[src/rtl/pwm_sample_feeder.sv]
// rtl/pwm_sample_feeder.sv - sample packer, word FIFO and frame-locked word feeder for the PWM audio stage
// Optional underrun counter built when PWM_FEEDER_UNDERRUN_CNT_EN is defined.
module pwm_sample_feeder #(
  parameter int          DEPTH_WORDS = 16,
  parameter int          PRIME_WORDS = 4,
  parameter logic [7:0]  SILENCE     = 8'h80
) (
  input  logic                         clk,
  input  logic                         rstn,
  input  logic                         play,
  input  logic [7:0]                   s_data,
  input  logic                         s_valid,
  output logic                         s_ready,
  output logic [31:0]                  data_o,
  output logic                         aud_en_o,
  output logic [$clog2(DEPTH_WORDS):0] level_o,
  output logic                         underrun_o
`ifdef PWM_FEEDER_UNDERRUN_CNT_EN
  ,
  input  logic                         clr_cnt,
  output logic [15:0]                  underrun_cnt_o
`endif
);

  localparam int AW = $clog2(DEPTH_WORDS);

  typedef enum logic {IDLE, PLAY} state_t;

  state_t        state, state_next;
  logic [31:0]   mem [DEPTH_WORDS];
  logic [AW-1:0] wr_ptr, rd_ptr;
  logic [AW:0]   count;
  logic [1:0]    byte_idx;
  logic [23:0]   pack_reg;
  logic [9:0]    frame_cnt;
  logic          fifo_full, fifo_empty, push, pop;
  logic          load_silence, aud_en_next, underrun_next;

  assign fifo_full  = (count == (AW+1)'(DEPTH_WORDS));
  assign fifo_empty = (count == '0);
  // Full is judged before any same-cycle pop: no bypass into a slot being freed.
  assign s_ready    = !((byte_idx == 2'd3) && fifo_full);
  assign push       = s_valid && s_ready && (byte_idx == 2'd3);
  assign level_o    = count;

  always_comb begin
    state_next    = state;
    pop           = 1'b0;
    load_silence  = 1'b0;
    aud_en_next   = aud_en_o;
    underrun_next = 1'b0;
    case (state)
      IDLE: begin
        if (play && (count >= (AW+1)'(PRIME_WORDS))) begin
          pop         = 1'b1;
          aud_en_next = 1'b1;
          state_next  = PLAY;
        end
      end
      PLAY: begin
        if (frame_cnt == 10'd1023) begin
          if (play) begin
            if (!fifo_empty) begin
              pop = 1'b1;
            end else begin
              load_silence  = 1'b1;
              underrun_next = 1'b1;
            end
          end else begin
            aud_en_next  = 1'b0;
            load_silence = 1'b1;
            state_next   = IDLE;
          end
        end
      end
      default: state_next = IDLE;
    endcase
  end

  always_ff @(posedge clk) begin
    if (push) mem[wr_ptr] <= {pack_reg, s_data};
  end

  always_ff @(posedge clk or negedge rstn) begin
    if (!rstn) begin
      state      <= IDLE;
      wr_ptr     <= '0;
      rd_ptr     <= '0;
      count      <= '0;
      byte_idx   <= 2'd0;
      pack_reg   <= '0;
      frame_cnt  <= 10'd0;
      data_o     <= {4{SILENCE}};
      aud_en_o   <= 1'b0;
      underrun_o <= 1'b0;
    end else begin
      state      <= state_next;
      aud_en_o   <= aud_en_next;
      underrun_o <= underrun_next;
      // Tracks the PWM stage counter: held at 0 while disabled, free-running when enabled.
      frame_cnt  <= aud_en_o ? frame_cnt + 10'd1 : 10'd0;
      if (s_valid && s_ready) begin
        byte_idx <= byte_idx + 2'd1;
        case (byte_idx)
          2'd0:    pack_reg[23:16] <= s_data;
          2'd1:    pack_reg[15:8]  <= s_data;
          2'd2:    pack_reg[7:0]   <= s_data;
          default: ;
        endcase
      end
      if (push) wr_ptr <= wr_ptr + 1'b1;
      if (pop) begin
        rd_ptr <= rd_ptr + 1'b1;
        data_o <= mem[rd_ptr];
      end else if (load_silence) begin
        data_o <= {4{SILENCE}};
      end
      case ({push, pop})
        2'b10:   count <= count + 1'b1;
        2'b01:   count <= count - 1'b1;
        default: ;
      endcase
    end
  end

`ifdef PWM_FEEDER_UNDERRUN_CNT_EN
  always_ff @(posedge clk or negedge rstn) begin
    if (!rstn) begin
      underrun_cnt_o <= 16'd0;
    end else if (clr_cnt) begin
      underrun_cnt_o <= 16'd0;
    end else if (underrun_o && (underrun_cnt_o != 16'hFFFF)) begin
      underrun_cnt_o <= underrun_cnt_o + 16'd1;
    end
  end
`endif

endmodule

[config.mk]
export PLATFORM = sky130hd
export DESIGN_NAME = pwm_sample_feeder
export DESIGN_NICKNAME = d
export VERILOG_FILES = /design/src/rtl/pwm_sample_feeder.sv
export SDC_FILE = /design/constraint.sdc
export NUM_CORES = 1
export LEC_CHECK = 0
export BUFFER_PORTS_ARGS = -buffer_cell sky130_fd_sc_hd__buf_2
export CAP_MARGIN = 20
export CELL_PAD_IN_SITES_DETAIL_PLACEMENT = 1
export CELL_PAD_IN_SITES_GLOBAL_PLACEMENT = 1
export CORE_ASPECT_RATIO = 2
export CORE_MARGIN = 5
export CORE_UTILIZATION = 45
export DETAILED_ROUTE_END_ITERATION = 7
export PLACE_DENSITY_LB_ADDON = 0.1
export SLEW_MARGIN = 20
export SYNTH_ARGS = -nofsm -noshare
export SYNTH_HDL_FRONTEND = slang
export SYNTH_SLANG_ARGS = --single-unit
[constraint.sdc]
create_clock -name clk -period 3.4 [get_ports clk]
set_input_delay 0.34 -clock clk [delete_from_list [all_inputs] [get_ports clk]]
set_output_delay 0.34 -clock clk [all_outputs]
set_load 0.01 [all_outputs]
==> impl_metrics.csv <==
group,metric,value,unit
critical_path,crit_fanout,37,
sta,final.setup_skew,23.5,ps
synth,ys.flop_type,"edfxtp_1",
routing,routed-wl-met2,30.2,mm
die,chipHeight,328,um
synth,synth_nets,1095,
cts,clkLatencyLatePin,590,ps
synth,syn-instance-count,1069,
global_route,grt_pass1_wl,81.1,mm
synth,synth_area,22800,sq um
critical_path,cp.required,3870,ps
finish,antenna_cells,0,
global_route,grt.total_usage,19.9,%
placement,place.gp.congestion,0.723,
die,num_rows,116,
sta,tightest_slew,678,ps
cts,clk_pin_slew,70,ps
sta,rsz0062_at_grt,"false",
critical_path,arrival,3400,ps
global_route,grt_antenna_before_repair,0,
sta,hold_viol,0,
finish,fillers,4363,
cts,post-cts-setup-buffers,0,
sta,timing.hold.ws,37.8,ps
routing,antenna_left,0,
synth,synth-async-reset-ratio,14.1,%
sta,fin_tns_setup,0,ps
cts,cts_buffers,51,
routing,met1_length,20.6,mm
routing,drcViolationCount,0,
pwr,intPower,15200,uW
critical_path,start_kind,"flip-flop",
run_status,outcome,"finished, final reports clean",
sta,clock.fmax,341,MHz
synth,synth_most_common_cell,"edfxtp_1",
finish,multi_input_area,5000,sq um
pwr,seq_power_share,49.1,%
synth,synth.area.top_cells,"edfxtp_1, mux4_2, dfrtp_1",
cts,cts-hold-fix-buffers,1,
cts,cts_root_buf,"clkbuf_16",
synth,synth_top_area_cell,"edfxtp_1",
routing,drt_iter0_markers,771,
pwr,pwr-share-comb,21.2,%
synth,ys_top_cells_by_count,"edfxtp_1, mux4_2, dfrtp_1",
placement,io_buffers,51,
finish,largest_reg_flops,512,
sta,period_share,86.4,%
routing,num_vias,10800,
pwr,p_sw,5870,uW
synth,yosysUniqueCellTypes,43,
flow_run,cap_violations,0,
routing,vias_per_cell,5.85,
placement,dp_cells,1746,
die,core,50100,sq um
finish,area_growth,13.7,%
cts,cts_sinks,596,
die,pin_count,52,
die,die-area,55500,sq um
worst_hold_path,hp-class,"input port to flip-flop",
placement,hpwlAfterDp,30.3,mm
routing,wl_met3,1.68,mm
global_route,grt_max_degree,59,
cts,cts_max_level,2,
global_route,first_global_vias,12200,
synth,ys_seq_elements,596,
synth,yosysWarnings,0,
cts,cts_tree,"built",
sta,relSlewSlack,54.8,%
synth,synth_edf_count,512,
global_route,grt_overflow_total,0,
pwr,power.total,21100,uW
pwr,switching_share,27.8,%
sta,setup_viol,0,
pwr,p_clk_share,29.7,%
finish,layout.nets,1177,
synth,avgSynthCellArea,21.3,sq um
die,die_x,169,um
critical_path,r2r_slack,460,ps
routing,dr.pass1.iters,5,
cts,cts-resized-gates,0,
finish,stdcell_count,1841,
synth,ys_seq_area_share,76.7,%
finish,drive_gt1_share,29.8,%
sta,slew_violations,0,
finish,post-route-util,51.8,%
routing,topRoutingLayerUsed,"met4",
routing,routed_wl,53.8,mm
sta,fin_crit,2940,ps
pwr,power.density,814,nW/um^2
critical_path,worstSetupPathType,"flip-flop to flip-flop",
critical_path,crit_path_end_kind,"flip-flop",
synth,synth_top_area_share,67.5,%
die,initial_core_util,45.5,%
pwr,p_leak,0.00866,uW
cts,cts_max_path_buffers,3,
routing,wl_per_cell,29.2,um
pwr,ir_worst_vdd,622,uV
finish,regArea,17500,sq um
power groups by stage:
| stage | clock, uW | combinational, uW | sequential [uW] |
|---|---|---|---|
| floorplan | 0 | 3320 | 10100 |
| global placement | 0 | 4550 | 10500 |
| detailed placement | 0 | 4590 | 10600 |
| CTS | 6430 | 4610 | 10400 |
| global route | 6750 | 4870 | 10500 |
| finish | 6270 | 4460 | 10400 |
cell usage in the layout (no fill, tap or decap), types with 3 or more instances in the layout:
cell type	count
xor2_1	7
xnor2_1	12
buf_2	50
nand2_1	37
nor2_1	7
buf_4	15
o21ai_0	6
and2_2	13
or3_1	3
mux4_2	128
buf_12	20
and2_1	8
and3_2	4
a32oi_1	4
clkbuf_16	51
a21oi_1	4
nand2_2	3
bufinv_16	9
clkbuf_1	8
nand3_1	3
clkinv_2	9
edfxtp_1	512
nand4_1	5
clkbuf_8	11
a22oi_1	65
a22o_1	29
dfstp_2	4
and3_1	4
ha_1	14
dfrtp_1	78
mux2_2	26
inv_1	11
clkinv_1	4
kinds of logic after synthesis:
logic type,share of synthesized area [%]
and+or+nand+nor,2.26
xor gates and xnor gates,0.730
AOI/OAI and AO/OA,4.02
adders and majority gates,0.769
muxes,13.9
DFF,76.7
buffers and inverters,1.58
metal layers:
| metal | vias up | GRT usage (%) |
|---|---|---|
| met5 | - | 0 |
| met1 | 5931 | 24.0 |
| li1 | 4561 | - |
| met3 | 73 | 2.25 |
| met4 | 0 | 5.45 |
| met2 | 199 | 37.4 |
path summary, 6_finish.rpt:
path,start,endpoint,depth (start not counted)
setup / recovery,frame_cnt[0]$_DFF_PN0_,level_o[4]$_DFFE_PN0P_,11
hold / removal,play,underrun_o$_DFF_PN0_,3
setup reg to reg,frame_cnt[0]$_DFF_PN0_,level_o[4]$_DFFE_PN0P_,11
hold reg to reg,data_o[31]$_DFFE_PN1P_,data_o[31]$_DFFE_PN1P_,2
max in group asynchronous,rstn,data_o[23]$_DFFE_PN1P_,3
min in group asynchronous,rstn,data_o[24]$_DFFE_PN0P_,2
critical path, cell delays in order (launching register included):
cell     delay, ps
dfrtp_1        390
ha_1           280
and3_1         210
a41oi_1        230
nor2_4         180
buf_4          530
ha_1           350
o21a_1         140
o21ai_0         80
a31oi_1        210
nor2_1          70
xor2_1         140
stage by stage:
step                      setup WS (ps)  instance area [sq um]
after floorplan                     558                  22800
after global placement              485                  24100
after detailed placement            440                  24100
after CTS                           413                  25900
after global routing                246                  25900
final                               463                  25900
final cells by class:
cell class / instances / share of cell area, %
Clock buffer: 70 / 5.62
Clock inverter: 24 / 1.34
Inverter: 11 / 0.159
Multi-Input combinational cell: 405 / 19.3
Sequential cell: 596 / 67.5
Tap cell: 649 / 3.13
Timing Repair Buffer: 86 / 2.98
No activity file was read; power rests on OpenSTA's default activity.
